**src/rtl/debug_port_pkg.sv**
```systemverilog
// Shared command codes, mode bit positions and transfer-direction encoding for the
// nibble debug port.
package debug_port_pkg;

  localparam logic [3:0] CMD_NOP        = 4'd0;
  localparam logic [3:0] CMD_READ       = 4'd1;
  localparam logic [3:0] CMD_WRITE      = 4'd2;
  localparam logic [3:0] CMD_SET_ADDR   = 4'd3;
  localparam logic [3:0] CMD_FORCE_MOVE = 4'd4;
  localparam logic [3:0] CMD_SET_MODE   = 4'd5;
  localparam logic [3:0] CMD_CLR_ADDR   = 4'd6;
  localparam logic [3:0] CMD_STATUS     = 4'd7;

  localparam int unsigned MODE_AUTO_INC_BIT = 0;
  localparam int unsigned MODE_SAT_BIT      = 1;

  typedef enum logic {
    XferRead  = 1'b0,
    XferWrite = 1'b1
  } xfer_dir_e;

endpackage

```
**src/rtl/debug_addr_gen.sv**
```systemverilog
// Cell address register for the debug port: nibble-wise address entry, clear, and
// post-transfer auto-increment with wrap or saturate, plus an in-range flag.
module debug_addr_gen #(
  parameter int unsigned NUM_CELLS = 16,
  parameter int unsigned ADDR_W    = $clog2(NUM_CELLS)
) (
  input  logic              clk,
  input  logic              rst_n,
  input  logic              set_addr,
  input  logic [3:0]        nibble,
  input  logic              clr_addr,
  input  logic              advance,
  input  logic              auto_inc,
  input  logic              sat,
  output logic [ADDR_W-1:0] addr,
  output logic              in_range
);

  localparam int unsigned AddrW1 = ADDR_W + 1;
  localparam logic [ADDR_W-1:0] LastAddr = ADDR_W'(NUM_CELLS - 1);
  localparam logic [ADDR_W:0]   NumCells = AddrW1'(NUM_CELLS);

  logic [ADDR_W-1:0]   addr_q, addr_d;
  logic [ADDR_W+3:0]   shifted;

  // MSB nibble is entered first, so older nibbles shift up and fall off the top.
  assign shifted = {addr_q, nibble};

  always_comb begin
    addr_d = addr_q;
    if (clr_addr) begin
      addr_d = '0;
    end else if (set_addr) begin
      addr_d = shifted[ADDR_W-1:0];
    end else if (advance && auto_inc) begin
      // Out-of-range addresses take the same wrap/saturate path as the last cell.
      if (addr_q >= LastAddr) begin
        addr_d = sat ? LastAddr : '0;
      end else begin
        addr_d = addr_q + ADDR_W'(1);
      end
    end
  end

  always_ff @(posedge clk or negedge rst_n) begin
    if (!rst_n) begin
      addr_q <= '0;
    end else begin
      addr_q <= addr_d;
    end
  end

  assign addr     = addr_q;
  assign in_range = ({1'b0, addr_q} < NumCells);

endmodule

```
**src/rtl/debug_port_ctrl.sv**
```systemverilog
// Nibble-wide debug port bridging the uio pins to the game grid with multi-beat cell
// transfers. Define DEBUG_STATUS_EN to build the STATUS (command 7) read-back.
module debug_port_ctrl
  import debug_port_pkg::*;
#(
  parameter int unsigned CELL_W    = 4,
  parameter int unsigned NUM_CELLS = 16,
  parameter int unsigned ADDR_W    = $clog2(NUM_CELLS),
  parameter int unsigned BEATS     = (CELL_W + 3) / 4
) (
  input  logic                        clk,
  input  logic                        rst_n,
  input  logic                        debug_en,
  input  logic [7:0]                  uio_in,
  output logic [7:0]                  uio_out,
  output logic [7:0]                  uio_oe,
  input  logic [NUM_CELLS*CELL_W-1:0] grid_in,
  output logic                        grid_out_valid,
  output logic [ADDR_W-1:0]           grid_out_addr,
  output logic [CELL_W-1:0]           grid_out_data,
  output logic [3:0]                  force_move
);

  localparam int unsigned BCW   = (BEATS > 1) ? $clog2(BEATS) : 1;
  localparam int unsigned ASM_W = BEATS * 4;
  localparam logic [BCW-1:0] LastBeat = BCW'(BEATS - 1);

  logic [3:0] cmd, din;
  assign cmd = uio_in[3:0];
  assign din = uio_in[7:4];

  logic [BCW-1:0]    beat_q, beat_d;
  xfer_dir_e         xfer_q, xfer_d;
  logic              auto_inc_q, auto_inc_d;
  logic              sat_q, sat_d;
  logic [ASM_W-1:0]  asm_q, asm_d;
  logic [3:0]        rd_nib_q, rd_nib_d;
  logic              rd_oe_q, rd_oe_d;
  logic              wr_valid_q, wr_valid_d;
  logic [ADDR_W-1:0] wr_addr_q, wr_addr_d;
  logic [CELL_W-1:0] wr_data_q, wr_data_d;
  logic [3:0]        force_q, force_d;

  logic              set_addr, clr_addr, advance;
  logic [ADDR_W-1:0] addr;
  logic              in_range;

  debug_addr_gen #(
    .NUM_CELLS (NUM_CELLS),
    .ADDR_W    (ADDR_W)
  ) u_addr_gen (
    .clk      (clk),
    .rst_n    (rst_n),
    .set_addr (set_addr),
    .nibble   (din),
    .clr_addr (clr_addr),
    .advance  (advance),
    .auto_inc (auto_inc_q),
    .sat      (sat_q),
    .addr     (addr),
    .in_range (in_range)
  );

  // Selected cell, zero-padded to whole nibbles; out-of-range addresses read as 0.
  logic [ASM_W-1:0] cell_rd;
  always_comb begin
    cell_rd = '0;
    for (int unsigned i = 0; i < NUM_CELLS; i++) begin
      if (addr == ADDR_W'(i)) begin
        cell_rd[CELL_W-1:0] = grid_in[i*CELL_W +: CELL_W];
      end
    end
  end

  // A READ/WRITE that reverses a partial sequence restarts at beat 0.
  xfer_dir_e        cmd_dir;
  logic [BCW-1:0]   eff_beat;
  logic             last_beat;
  logic [3:0]       rd_nib;
  logic [ASM_W-1:0] asm_wr;

  always_comb begin
    cmd_dir   = (cmd == CMD_WRITE) ? XferWrite : XferRead;
    eff_beat  = ((beat_q != '0) && (xfer_q != cmd_dir)) ? '0 : beat_q;
    last_beat = (eff_beat == LastBeat);
    rd_nib    = '0;
    asm_wr    = asm_q;
    for (int unsigned b = 0; b < BEATS; b++) begin
      if (eff_beat == BCW'(b)) begin
        rd_nib         = cell_rd[b*4 +: 4];
        asm_wr[b*4 +: 4] = din;
      end
    end
  end

  always_comb begin
    beat_d     = beat_q;
    xfer_d     = xfer_q;
    auto_inc_d = auto_inc_q;
    sat_d      = sat_q;
    asm_d      = asm_q;
    rd_nib_d   = '0;
    rd_oe_d    = 1'b0;
    wr_valid_d = 1'b0;
    wr_addr_d  = wr_addr_q;
    wr_data_d  = wr_data_q;
    force_d    = '0;
    set_addr   = 1'b0;
    clr_addr   = 1'b0;
    advance    = 1'b0;

    if (!debug_en) begin
      beat_d = '0;
    end else begin
      case (cmd)
        CMD_READ: begin
          xfer_d   = XferRead;
          rd_nib_d = rd_nib;
          rd_oe_d  = 1'b1;
          advance  = last_beat;
          beat_d   = last_beat ? '0 : eff_beat + BCW'(1);
        end
        CMD_WRITE: begin
          xfer_d  = XferWrite;
          asm_d   = asm_wr;
          advance = last_beat;
          beat_d  = last_beat ? '0 : eff_beat + BCW'(1);
          if (last_beat && in_range) begin
            wr_valid_d = 1'b1;
            wr_addr_d  = addr;
            wr_data_d  = asm_wr[CELL_W-1:0];
          end
        end
        CMD_SET_ADDR: begin
          set_addr = 1'b1;
          beat_d   = '0;
        end
        CMD_FORCE_MOVE: force_d = din;
        CMD_SET_MODE: begin
          auto_inc_d = din[MODE_AUTO_INC_BIT];
          sat_d      = din[MODE_SAT_BIT];
        end
        CMD_CLR_ADDR: begin
          clr_addr = 1'b1;
          beat_d   = '0;
        end
`ifdef DEBUG_STATUS_EN
        CMD_STATUS: begin
          rd_nib_d = {xfer_q, sat_q, auto_inc_q, beat_q != '0};
          rd_oe_d  = 1'b1;
        end
`endif
        default: ;
      endcase
    end
  end

  always_ff @(posedge clk or negedge rst_n) begin
    if (!rst_n) begin
      beat_q     <= '0;
      xfer_q     <= XferRead;
      auto_inc_q <= 1'b1;
      sat_q      <= 1'b0;
      asm_q      <= '0;
      rd_nib_q   <= '0;
      rd_oe_q    <= 1'b0;
      wr_valid_q <= 1'b0;
      wr_addr_q  <= '0;
      wr_data_q  <= '0;
      force_q    <= '0;
    end else begin
      beat_q     <= beat_d;
      xfer_q     <= xfer_d;
      auto_inc_q <= auto_inc_d;
      sat_q      <= sat_d;
      asm_q      <= asm_d;
      rd_nib_q   <= rd_nib_d;
      rd_oe_q    <= rd_oe_d;
      wr_valid_q <= wr_valid_d;
      wr_addr_q  <= wr_addr_d;
      wr_data_q  <= wr_data_d;
      force_q    <= force_d;
    end
  end

  assign uio_out        = {rd_nib_q, 4'b0000};
  assign uio_oe         = {{4{rd_oe_q}}, 4'b0000};
  assign grid_out_valid = wr_valid_q;
  assign grid_out_addr  = wr_addr_q;
  assign grid_out_data  = wr_data_q;
  assign force_move     = force_q;

endmodule

```
**config.mk**
```make
export PLATFORM = sky130hd
export DESIGN_NAME = debug_port_ctrl
export DESIGN_NICKNAME = d
export VERILOG_FILES = /design/src/rtl/debug_port_pkg.sv /design/src/rtl/debug_addr_gen.sv /design/src/rtl/debug_port_ctrl.sv
export SDC_FILE = /design/constraint.sdc
export NUM_CORES = 1
export LEC_CHECK = 0
export ABC_CLOCK_PERIOD_IN_PS = 2750
export BUFFER_PORTS_ARGS = -buffer_cell sky130_fd_sc_hd__buf_2
export CAP_MARGIN = 20
export CORE_MARGIN = 5
export CORE_UTILIZATION = 48
export DETAILED_ROUTE_END_ITERATION = 6
export PLACE_DENSITY = 0.84
export SKIP_CTS_REPAIR_TIMING = 1
export SYNTH_ARGS = -nofsm -noshare
export SYNTH_HDL_FRONTEND = slang
export SYNTH_HIERARCHICAL = 1
export SYNTH_SLANG_ARGS = --single-unit
```
**constraint.sdc**
```tcl
create_clock -name clk -period 2.75 [get_ports clk]
set_input_delay 0.55 -clock clk [delete_from_list [all_inputs] [get_ports clk]]
set_output_delay 0.55 -clock clk [all_outputs]
set_load 0.05 [all_outputs]
```
==> impl_results.md, run 1 <==
- Outcome: complete, no violations
- Worst setup margin: 0.7712 ns
- Critical path type: flop to flop
- First DRT Iteration DRCs: 154
- WL/cell: 15.21 um
- Sequential cell area fraction in the yosys report: 31.81%
- DRC viols: 0
- Slew @ Worst Pin: 0.5249 ns
- Most frequent cells after synthesis: dfrtp_1, a21oi_1, nor2_1
- Routed WL: 5279 um
- TritonCTS buffer count: 3
- Antenna violations before repair: 0
- Inserted Diodes: 0
- First-pass GRT wire length: 8293 um
- Worst min path class: input port to asynchronous set/reset pin
- Row count: 22
- Reg-to-Reg Start: u_addr_gen/addr[1]
- Asr flop ratio synth: 100.0%
- Leakage power: 1.160 nW
- WP data required: 2.92 ns
- CP Data Arrival Time: 2.14 ns
- Fill count: 339
- GR Overflow Total: 0
- RSZ-0062 raised after global routing: no
- Most frequent cell after synthesis: dfrtp_1
- Die Footprint: 5297 um^2
- Initial Util: 50.53%
- Yosys Warn Count: 6
- Pin count of the biggest net entering global routing: 27
- Reg2Reg Depth: 6
- Top Layer Used: met4
- Die Y-Extent: 72.78 um
- FMAX: 505.4 MHz
- Reg2Reg Setup Slack: 0.77 ns
- Post-synth EDFFs: 0
- Slew headroom: 65.01%
- Ports: 104
- Worst R2R End: rd_nib_q[3]
- DRT Pass-1 Iters: 4
- Met2 wire length: 2621 um
- ANT nets after route: 0
- P per Cell Area: 658.0 nW/um^2
- Crit path to: rd_nib_q[3]
- Synth top area share: 30.42%
- Top cells by area, synth: dfrtp_1, mux2_2, buf_4, mux2i_1, a21oi_1
- MaxCap Viol Count: 0
- Peak supply drop: 0.0005260 V
- Final setup fails: 0
- Worst-case clock buffer depth: 2
- CTS root buf: clkbuf_8
- Final net count: 376
- Final Wtd Congestion: 0.8498
- Worst-path clk slew: 0.09 ns
- PortBufs: 95
- Crit share post-route: 71.96%
- Vias in the first global route: 1783
- Clk_skew: 0.01314 ns
- Min cycle time layout: 1.979 ns
- Global Route Usage Sum: 19.41%
- Worst setup SP type: flop
- CTS tree: done
- CP startpoint: u_addr_gen/addr[1]
- Share of cells above drive strength 1: 42.47%
- DP HPWL: 4184 um
- Yosys reg bits: 24
- Synth cell types: 47
- Max Slew Vio Count: 0
- Chip width: 72.78 um
- Final Hold Viols: 0
- Core region area: 3744 um^2
- Top_reg_cell synth: dfrtp_1
- Syn Std Cell Area: 1892 um^2
- Avg Inst Size Synth: 8.924 um^2
- Via Count: 1881
- Met3 WL: 447 um
- Final TNS setup: 0 ns
- Yosys top cell by area: dfrtp_1
- Wl on met1: 2149 um
- Crit path capture type: flop
- Via density: 5.421
- Synth Instances: 212
- H-tree depth: 1
- Sink Count: 24
- Clk Latency, worst-skew pair: 0.27 ns
- DP Worst Slack: 0.6936 ns
- Area delta synth->final: 25.40%
- CP Max Fanout: 20
[cell families after synthesis]
family                     Yosys count  share of synthesized area, %
AOI/OAI and AO/OA                   58                         20.04
adders and majority gates            1                        0.6613
buffers and inverters               29                         9.854
DFF                                 24                         31.81
muxes                               27                         17.20
other                                2                        0.3970
and+or+nand+nor                     71                         20.04
[layer usage]
layer,global-route usage (%),up-vias
li1,-,930
met5,0,-
met3,4.821,6
met1,26.62,871
met2,31.16,74
met4,3.689,0
[worst min-delay path by stage]
stage	startpoint	to	slack, ns	cells after the start
after CTS	rst_n	force_move[1]	0.26	1
final	rst_n	rd_nib_q[3]	0.25	1
after floorplan	rst_n	force_move[0]	0.25	0
after global placement	grid_out_data[2]	grid_out_data[2]	0.49	1
after global routing	rst_n	grid_out_addr[3]	0.29	1
after detailed placement	grid_out_data[1]	grid_out_data[1]	0.49	1
[area by class of cell]
class	count	area [um^2]	area share [%]
Multi-Input combinational cell	166	1130	47.63
Sequential cell	24	601.8	25.37
Timing Repair Buffer	101	520.5	21.94
Tap cell	48	60.06	2.532
Clock buffer	4	45.04	1.899
Inverter	4	15.01	0.6329
[cells in the final DEF, fill, tap and decap left out, types with 2 or more instances in the layout]
cell      instances
a211oi_1          3
nand2b_1          8
mux2i_1          10
mux2_2           14
and2_1            5
a22o_1            2
dfrtp_1          23
o21ai_0          10
nor2b_1           4
clkbuf_8          3
a21oi_1          18
inv_1             3
nand3_1           3
o31ai_1           2
nor2_1           18
o311ai_0          3
nand3b_1          3
conb_1            9
mux4_2            3
a32oi_1           2
a31oi_1           2
nor3_1            5
or3_1             2
o211ai_1          5
nand2_1          15
a22oi_1           4
buf_2            95
buf_4             6
[power by group]
part | switching [mW] | internal [mW] | leakage, nW
Combinational | 0.523 | 0.347 | 0.818
Sequential | 0.0754 | 0.404 | 0.319
Clock | 0.108 | 0.103 | 0.0228
Total | 0.707 | 0.854 | 1.16
[flip-flops by register name (all words and copies together), names as in the netlist]
| register | count |
|---|---|
| force_move | 4 |
| rd_nib_q | 4 |
| grid_out_valid | 1 |
| grid_out_data | 4 |
| rd_oe_q | 1 |
| grid_out_addr | 4 |
| auto_inc_q | 1 |
| u_addr_gen/addr | 4 |
| sat_q | 1 |
[worst max-delay path, stage by stage (launching register included)]
cell and delay, ns:
dfrtp_1 0.53, buf_4 0.28, nor2_1 0.39, a31oi_1 0.14, o311ai_0 0.12, a22oi_1 0.17
a211oi_1 0.26
[stage by stage]
stage	total power [mW]	util, %	std cells	hold slack [ns]	cell area, um^2
2_1_floorplan	1.158	-	219	0.2544	1918
3_3_place_gp	1.338	62.17	343	0.4911	2327
3_5_place_dp	1.347	62.17	343	0.4913	2327
4_1_cts	1.565	63.37	347	0.2589	2372
5_1_grt	1.676	63.37	347	0.2857	2372
6_report	1.561	63.37	347	0.2465	2372
Power figures use the tool's default switching activity.
==> inputs of run 2 (changes only) <==
--- a/config.mk
+++ b/config.mk
@@ -5,13 +5,13 @@
 export SDC_FILE = /design/constraint.sdc
 export NUM_CORES = 1
 export LEC_CHECK = 0
-export ABC_CLOCK_PERIOD_IN_PS = 2750
+export ABC_CLOCK_PERIOD_IN_PS = 1900
 export BUFFER_PORTS_ARGS = -buffer_cell sky130_fd_sc_hd__buf_2
 export CAP_MARGIN = 20
 export CORE_MARGIN = 5
-export CORE_UTILIZATION = 48
+export CORE_UTILIZATION = 45
 export DETAILED_ROUTE_END_ITERATION = 6
-export PLACE_DENSITY = 0.84
+export PLACE_DENSITY = 0.8
 export SKIP_CTS_REPAIR_TIMING = 1
 export SYNTH_ARGS = -nofsm -noshare
 export SYNTH_HDL_FRONTEND = slang
==> constraint.sdc (replaced) <==
create_clock -name clk -period 1.9 [get_ports clk]
set_input_delay 0.38 -clock clk [delete_from_list [all_inputs] [get_ports clk]]
set_output_delay 0.38 -clock clk [all_outputs]
set_load 0.05 [all_outputs]
==> impl_results.md, run 2 (synthesis results as in run 1) <==
- Most common cell after layout, fill and taps aside: buf_2
- PortBufs: 95
- H-tree depth: 1
- CTS tree: done
- Final setup fails: 0
- Worst Hold Slack: 0.08744 ns
- Worst setup SP type: flop
- Reg-to-Reg Start: u_addr_gen/addr[1]
- First DRT Iteration DRCs: 110
- Crit share post-route: 92.95%
- Final Wtd Congestion: 0.8093
- Antenna violations before repair: 0
- CP Max Fanout: 10
- Max Slew Vio Count: 0
- Crit path capture type: flop
- TritonCTS buffer count: 3
- DRT Pass-1 Iters: 4
- Worst min path class: input port to asynchronous set/reset pin
- Slew headroom: 64.64%
- Clk_skew: 0.003272 ns
- Vias in the first global route: 1821
- CP Data Arrival Time: 1.91 ns
- Die Footprint: 5601 um^2
- CTS root buf: clkbuf_8
- Core region area: 4029 um^2
- Peak supply drop: 0.0006753 V
- Leakage power: 1.219 nW
- Worst-case clock buffer depth: 2
- Via Count: 1950
- Chip width: 74.84 um
- Inserted Diodes: 0
- Clk Latency, worst-skew pair: 0.26 ns
- Min cycle time layout: 1.766 ns
- Via density: 5.447
- Sink Count: 24
- Share of cells above drive strength 1: 44.48%
- Area delta synth->final: 30.95%
- DP HPWL: 4402 um
- FMAX: 566.2 MHz
- MaxCap Viol Count: 0
- GR Overflow Total: 0
- Slew @ Worst Pin: 0.5303 ns
- DRC viols: 0
- P per Cell Area: 963.8 nW/um^2
- RSZ-0062 raised after global routing: no
- WP data required: 2.04 ns
- Pin count of the biggest net entering global routing: 25
- WL/cell: 15.09 um
- Final net count: 385
- Routed WL: 5403 um
- Critical path type: flop to flop
- Outcome: complete, no violations
- ANT nets after route: 0
- Final TNS setup: 0 ns
- Ports: 104
- Initial Util: 46.96%
- Final Hold Viols: 0
- CP startpoint: u_addr_gen/addr[1]
- Row count: 23
- Worst-path clk slew: 0.08 ns
- Most frequent cells in the layout: buf_2, dfrtp_1, nor2_1, a21oi_1, nand2_1
- Global Route Usage Sum: 18.93%
- First-pass GRT wire length: 8383 um
- Die Y-Extent: 74.84 um
==> run 2: power by group <==
part / internal [mW] / switching, mW / leakage, nW
logic: 0.574 / 0.803 / 0.871
clock network: 0.185 / 0.159 / 0.0288
registers: 0.586 / 0.0814 / 0.319
==> run 2: worst max-delay path, stage by stage (launching register included) <==
cell      delay (ns)
dfrtp_1         0.53
inv_1           0.21
buf_4           0.20
or4_1           0.52
o211ai_1        0.11
a21oi_1         0.06
==> run 2: routing by layer <==
metal | global-route usage (%) | part of all wire [%] | wire length [um]
met5 | 0 | 0 | 0
met4 | 2.372 | 0.78 | 42
met3 | 4.139 | 10 | 557
met2 | 33.56 | 50 | 2707
met1 | 24.25 | 39 | 2096
==> run 2: cell type report <==
cell class,instances,area [um^2]
well taps,50,62.56
fillers,359,1551
inverters,4,15.01
repair buffers,110,613.1
clock buffers,4,55.05
flip-flops and latches,24,601.8
multi-input cells,166,1130
==> run 2: path summary, 6_finish.rpt <==
path	cells past startpoint	slack (ns)	end
max reg2reg	5	0.13	rd_nib_q[2]
max	5	0.13	rd_nib_q[2]
min reg2reg	1	0.51	grid_out_addr[2]
max in group asynchronous	1	1.45	auto_inc_q
min in group clk	2	0.36	force_move[2]
min	1	0.09	rd_nib_q[1]
==> run 2: through the flow <==
stage	utilization (%)	instance area (um^2)	total power [mW]	setup WS, ns	instances
6_report	61.49	2477	2.388	0.1339	358
3_5_place_dp	60.12	2422	2.048	0.1222	354
3_3_place_gp	60.12	2422	2.031	0.1711	354
5_1_grt	61.49	2477	2.551	0.03472	358
2_1_floorplan	-	1918	1.677	0.2870	219
4_1_cts	61.49	2477	2.392	0.1328	358
